**config.mk**
```make
export PLATFORM = sky130hd
export DESIGN_NAME = muldiv_seq
export DESIGN_NICKNAME = d
export VERILOG_FILES = /design/src/rtl/muldiv_seq.sv
export SDC_FILE = /design/constraint.sdc
export NUM_CORES = 1
export LEC_CHECK = 0
export CAP_MARGIN = 20
export CELL_PAD_IN_SITES_DETAIL_PLACEMENT = 0
export CELL_PAD_IN_SITES_GLOBAL_PLACEMENT = 2
export CORE_UTILIZATION = 40
export DETAILED_ROUTE_END_ITERATION = 10
export DONT_BUFFER_PORTS = 1
export HOLD_SLACK_MARGIN = 0.08
export PLACE_DENSITY_LB_ADDON = 0.1
export REMOVE_ABC_BUFFERS = 1
export SLEW_MARGIN = 25
export SYNTH_ARGS = -nofsm -noshare
export SYNTH_HDL_FRONTEND = slang
export SYNTH_SLANG_ARGS = --single-unit
```
**constraint.sdc**
```tcl
create_clock -name clk -period 10.13 [get_ports clk]
set_clock_uncertainty 0.15 [all_clocks]
set_input_delay 2.026 -clock clk [delete_from_list [all_inputs] [get_ports clk]]
set_output_delay 2.026 -clock clk [all_outputs]
set_load 0.03 [all_outputs]
```
**src/rtl/muldiv_seq.sv**
```systemverilog
// Multi-cycle MULT/MULTU/DIV/DIVU sequencer owning the HI/LO pair.
// One shared datapath runs shift-add multiply or restoring divide on operand magnitudes.
module muldiv_seq #(
    parameter int unsigned WIDTH = 32
) (
    input  logic             clk,
    input  logic             rst_n,
    input  logic             start,
    input  logic [5:0]       funCode,
    input  logic [WIDTH-1:0] rs_val,
    input  logic [WIDTH-1:0] rt_val,
    input  logic             flush,
    input  logic             wr_hi,
    input  logic             wr_lo,
    input  logic [WIDTH-1:0] wr_data,
    output logic [WIDTH-1:0] hi,
    output logic [WIDTH-1:0] lo,
    output logic             busy,
    output logic             done,
    output logic             div_zero
);
    localparam int unsigned CW = (WIDTH > 1) ? $clog2(WIDTH) : 1;
    localparam logic [CW-1:0] LastCnt = CW'(WIDTH - 1);

    typedef enum logic [1:0] {StIdle, StCalc, StFix, StDone} state_e;

    state_e           state_q, state_d;
    logic [CW-1:0]    cnt_q, cnt_d;
    logic [WIDTH-1:0] acc_q, acc_d, mq_q, mq_d, opnd_q, opnd_d;
    logic             is_div_q, is_div_d, neg_q, neg_d, rem_neg_q, rem_neg_d, zdiv_q, zdiv_d;
    logic [WIDTH-1:0] hi_q, hi_d, lo_q, lo_d;
    logic             busy_q, busy_d, done_q, done_d, div_zero_q, div_zero_d;

    logic             fn_valid, fn_signed, fn_div, rs_neg, rt_neg;
    logic [WIDTH-1:0] rs_mag, rt_mag;

    assign fn_valid  = (funCode >= 6'd24) && (funCode <= 6'd27);
    assign fn_signed = ~funCode[0];
    assign fn_div    = funCode[1];
    assign rs_neg    = fn_signed & rs_val[WIDTH-1];
    assign rt_neg    = fn_signed & rt_val[WIDTH-1];
    assign rs_mag    = rs_neg ? -rs_val : rs_val;
    assign rt_mag    = rt_neg ? -rt_val : rt_val;

    // acc holds the running high product / partial remainder, mq the multiplier / quotient.
    logic [WIDTH:0]     mul_sum, div_shl, div_diff;
    logic [2*WIDTH-1:0] prod_neg;

    assign mul_sum  = {1'b0, acc_q} + (mq_q[0] ? {1'b0, opnd_q} : '0);
    assign div_shl  = {acc_q, mq_q[WIDTH-1]};
    assign div_diff = div_shl - {1'b0, opnd_q};
    assign prod_neg = -{acc_q, mq_q};

    always_comb begin
        state_d    = state_q;
        cnt_d      = cnt_q;
        acc_d      = acc_q;
        mq_d       = mq_q;
        opnd_d     = opnd_q;
        is_div_d   = is_div_q;
        neg_d      = neg_q;
        rem_neg_d  = rem_neg_q;
        zdiv_d     = zdiv_q;
        hi_d       = hi_q;
        lo_d       = lo_q;
        div_zero_d = div_zero_q;
        busy_d     = (state_q == StCalc) || (state_q == StFix);
        done_d     = 1'b0;

        if (!busy_q) begin
            if (wr_hi) hi_d = wr_data;
            if (wr_lo) lo_d = wr_data;
        end

        unique case (state_q)
            StCalc: begin
                if (flush) begin
                    state_d = StIdle;
                end else begin
                    if (is_div_q) begin
                        if (!div_diff[WIDTH]) begin
                            acc_d = div_diff[WIDTH-1:0];
                            mq_d  = {mq_q[WIDTH-2:0], 1'b1};
                        end else begin
                            acc_d = div_shl[WIDTH-1:0];
                            mq_d  = {mq_q[WIDTH-2:0], 1'b0};
                        end
                    end else begin
                        acc_d = mul_sum[WIDTH:1];
                        mq_d  = {mul_sum[0], mq_q[WIDTH-1:1]};
                    end
                    cnt_d = cnt_q + 1'b1;
                    if (cnt_q == LastCnt) state_d = StFix;
                end
            end
            StFix: begin
                if (flush) begin
                    state_d = StIdle;
                end else begin
                    if (is_div_q) begin
                        if (neg_q) mq_d = -mq_q;
                        if (rem_neg_q) acc_d = -acc_q;
                    end else if (neg_q) begin
                        {acc_d, mq_d} = prod_neg;
                    end
                    state_d = StDone;
                end
            end
            StIdle, StDone: begin
                // The commit outranks a same-edge MTHI/MTLO; a flush here cancels a pending commit.
                if (state_q == StDone && !flush) begin
                    hi_d       = acc_q;
                    lo_d       = mq_q;
                    done_d     = 1'b1;
                    div_zero_d = zdiv_q;
                end
                state_d = StIdle;
                if (start && fn_valid && !flush) begin
                    cnt_d      = '0;
                    is_div_d   = fn_div;
                    neg_d      = rs_neg ^ rt_neg;
                    rem_neg_d  = rs_neg;
                    div_zero_d = 1'b0;
                    if (fn_div && rt_val == '0) begin
                        zdiv_d  = 1'b1;
                        acc_d   = rs_val;
                        mq_d    = '1;
                        state_d = StDone;
                    end else begin
                        zdiv_d  = 1'b0;
                        acc_d   = '0;
                        mq_d    = fn_div ? rs_mag : rt_mag;
                        opnd_d  = fn_div ? rt_mag : rs_mag;
                        state_d = StCalc;
                    end
                end
            end
        endcase
    end

    always_ff @(posedge clk) begin
        if (!rst_n) begin
            state_q    <= StIdle;
            cnt_q      <= '0;
            acc_q      <= '0;
            mq_q       <= '0;
            opnd_q     <= '0;
            is_div_q   <= 1'b0;
            neg_q      <= 1'b0;
            rem_neg_q  <= 1'b0;
            zdiv_q     <= 1'b0;
            hi_q       <= '0;
            lo_q       <= '0;
            busy_q     <= 1'b0;
            done_q     <= 1'b0;
            div_zero_q <= 1'b0;
        end else begin
            state_q    <= state_d;
            cnt_q      <= cnt_d;
            acc_q      <= acc_d;
            mq_q       <= mq_d;
            opnd_q     <= opnd_d;
            is_div_q   <= is_div_d;
            neg_q      <= neg_d;
            rem_neg_q  <= rem_neg_d;
            zdiv_q     <= zdiv_d;
            hi_q       <= hi_d;
            lo_q       <= lo_d;
            busy_q     <= busy_d;
            done_q     <= done_d;
            div_zero_q <= div_zero_d;
        end
    end

    assign hi       = hi_q;
    assign lo       = lo_q;
    assign busy     = busy_q;
    assign done     = done_q;
    assign div_zero = div_zero_q;
endmodule

```
==> flow_metrics.py <==
metrics = {
    "route": {
        "wl_um": 62100,
        "drc": 0,
        "firstDrtPassIters": 5,
        "vias": 15775,
        "routed_via_density": 6.21,
        "wl_per_cell_um": 24.4,
        "drtIter0Drc": 1097,
        "ant_nets": 0,
    },
    "logic_synthesis": {
        "ys_seq_area_frac": 0.221,
        "synth-seq-cells": 174,
        "synth_edf_count": 0,
        "synth_cell_types": 88,
        "postSynthCellCount": 2110,
        "netlist_area_um2": 15700,
        "synth_async_sr_flop_share": 0,
        "syn_avg_cell_area_um2": 7.46,
        "synth_ff_type": "dfxtp_1",
        "ys_warn_count": 0,
    },
    "final_layout": {
        "drive_gt1_frac": 0.0598,
        "diodes": 0,
        "mostFrequentLayoutCells": "246 x nor2_1, 189 x a21oi_1, 173 x dfxtp_1",
        "final_common_cell": "nor2_1",
        "nets": 2195,
        "fillCellCount": 4087,
        "area_delta_synth_final_pct": 6.08,
        "stdcell_area_um2": 16700,
    },
    "floorplanning": {
        "die_w_um": 200,
        "initial_utilization": 0.406,
        "dieArea_um2": 40100,
        "coreArea_um2": 38700,
        "io-pin-count": 175,
        "rows": 72,
        "dieHeight_um": 200,
    },
    "grt": {
        "grt_pass1_wl_um": 93700,
        "grt_overflow": 0,
        "grt_max_degree": 79,
        "grt_pass1_vias": 15154,
        "track_usage": 0.303,
        "antenna_found_initial": 1,
    },
    "worst_setup_path": {
        "path_cells": "nor4_2 -> nand4_1 -> nor4_4 -> nand3_4 -> nor2_4 -> a21oi_1 -> a211o_1 -> o41ai_2",
        "cp-start-kind": "input pin",
        "crit_fanout": 30,
        "worstSetupEndpointType": "flip-flop",
        "worstSetupPathType": "input pin to flip-flop",
        "cp_slowest_cell": "nor2_4",
        "worst_path_largest_cell_delay_ns": 0.77,
        "required_ns": 10.33,
        "arrival_ns": 5.63,
    },
    "pwr": {
        "ir_drop_v": 0.000102,
        "total_leakage_power_nw": 6.74,
        "powerDensity_nw_per_um2": 117,
    },
    "hold_path": {
        "hold_path.class": "flip-flop to flip-flop",
    },
    "sta": {
        "hold_viol": 0,
        "setup_tns_ns": 0,
        "max_slew_margin": 0.329,
        "final_max_slew_viol_count": 0,
        "worst_pin_slew_ns": 0.997,
        "rsz0062_at_grt": "false",
        "setup_viol": 0,
        "post-route-min-period_ns": 5.43,
        "post-route-period-util": 0.536,
        "fmax_ghz": 0.184,
    },
    "clocking": {
        "path_clk_slew_ns": 0.07,
        "numCtsBuffers": 17,
        "cts.sinks": 174,
        "clk_latency_ns": 0.45,
        "clk_path_buf_depth": 2,
        "ctsResizeCount": 0,
        "postCtsSetupBuffers": 0,
        "h-tree-depth": 4,
        "root_buffer": "clkbuf_16",
        "cts_tree": "built",
        "cts_hold_buf": 0,
    },
    "outcome": {
        "status": "completed",
    },
    "placement": {
        "hpwl_um": 46500,
        "placed_area_um2": 16000,
        "port_buffers": 0,
        "gp_congestion": 0.904,
    },
    "run": {
        "cap_violations": 0,
    },
}
-- metal layers --
layer | wire length [um] | share of wire | track usage | vias up
li1 | - | - | - | 7553
met1 | 27100 | 0.44 | 0.391 | 7591
met2 | 27700 | 0.45 | 0.479 | 525
met3 | 4490 | 0.072 | 0.0677 | 106
met4 | 2760 | 0.045 | 0.139 | 0
met5 | 0 | 0 | 0 | -
-- critical path: cells and delay by family --
| family | cells | cell delay (ns) |
|---|---|---|
| AND/OR/NAND/NOR | 5 | 2.80 |
| AO/OA/AOI/OAI | 3 | 0.78 |
-- through the flow --
step / hold WS (ns) / total power, mW / setup slack [ns] / cells / util
global placement: 0.293 / 1.23 / 4.47 / 2509 / 0.414
floorplan: 0.282 / 1.10 / 4.51 / 1965 / -
detailed placement: 0.296 / 1.23 / 4.35 / 2509 / 0.414
finish: 0.304 / 1.95 / 4.70 / 2541 / 0.431
global route: 0.323 / 2.03 / 4.60 / 2541 / 0.431
CTS: 0.306 / 1.96 / 4.82 / 2540 / 0.430
-- final timing paths --
path                     end        from  cells after the start  slack, ns
setup / recovery   acc_q[30]   rt_val[2]                      8       4.70
hold / removal    opnd_q[29]  opnd_q[29]                      2       0.30
setup reg to reg   acc_q[29]    mq_q[31]                     12       5.22
hold reg to reg   opnd_q[29]  opnd_q[29]                      2       0.30
-- final cells by class --
type / count / area (um2) / area share
multi-input cells: 1716 / 11400 / 0.686
well taps: 518 / 648 / 0.0388
flip-flops and latches: 174 / 3490 / 0.209
clock inverters: 13 / 176 / 0.0106
repair buffers: 27 / 206 / 0.0124
inverters: 75 / 284 / 0.0170
clock buffers: 18 / 439 / 0.0263
-- cell families after synthesis --
group	after synthesis	share of synthesized area
xor+xnor	143	0.0796
fa+ha+maj	76	0.0614
buf+inv	220	0.0538
compound gates	673	0.284
mux	141	0.0904
flops	174	0.221
simple gates	683	0.209
-- state kept, by name, summed over array words and instances (netlist names) --
name and flops:
neg_q 1, done 1, is_div_q 1, cnt_q 5, mq_q 32, acc_q 32, opnd_q 32, hi 32
div_zero 1, state_q 2, busy 1, zdiv_q 1, lo 32, rem_neg_q 1
-- Yosys cell counts, types with 8 or more instances --
| cell type | n | area share |
|---|---|---|
| or4_1 | 10 | 0.0048 |
| nand4_1 | 20 | 0.0080 |
| clkbuf_1 | 117 | 0.028 |
| nor3b_1 | 12 | 0.0057 |
| a21o_1 | 44 | 0.021 |
| o221ai_1 | 9 | 0.0050 |
| or3_1 | 22 | 0.0087 |
| a21oi_1 | 189 | 0.060 |
| a221oi_1 | 26 | 0.014 |
| a211o_1 | 10 | 0.0056 |
| o21ai_0 | 118 | 0.038 |
| mux2_2 | 8 | 0.0057 |
| dfxtp_1 | 174 | 0.22 |
| a211oi_1 | 98 | 0.047 |
| nand2b_1 | 11 | 0.0044 |
| o21a_1 | 8 | 0.0038 |
| a22o_1 | 14 | 0.0078 |
| inv_1 | 73 | 0.017 |
| and2_1 | 9 | 0.0036 |
| nor4_1 | 20 | 0.0080 |
| buf_1 | 14 | 0.0033 |
| nor3_1 | 58 | 0.018 |
| nand3_1 | 33 | 0.010 |
| o31ai_1 | 17 | 0.0081 |
| ha_1 | 74 | 0.059 |
| or2_2 | 12 | 0.0048 |
| o211ai_1 | 28 | 0.013 |
| a21boi_0 | 8 | 0.0038 |
| a31oi_1 | 21 | 0.0084 |
| a22oi_1 | 9 | 0.0043 |
| and3_1 | 17 | 0.0068 |
| xor2_1 | 51 | 0.028 |
| o21bai_1 | 10 | 0.0048 |
| nor2b_1 | 12 | 0.0048 |
| mux2i_1 | 133 | 0.085 |
| nor2_1 | 248 | 0.059 |
| nand2_1 | 168 | 0.040 |
| buf_2 | 12 | 0.0038 |
| xnor2_1 | 92 | 0.051 |
-- power breakdown --
group,internal [mW],switching (mW),leakage [nW],total [mW]
clock network,0.401,0.329,0.298,0.730
logic,0.182,0.288,5.02,0.469
registers,0.703,0.0506,1.42,0.754
Note: power is estimated with default switching activity, not from simulation.
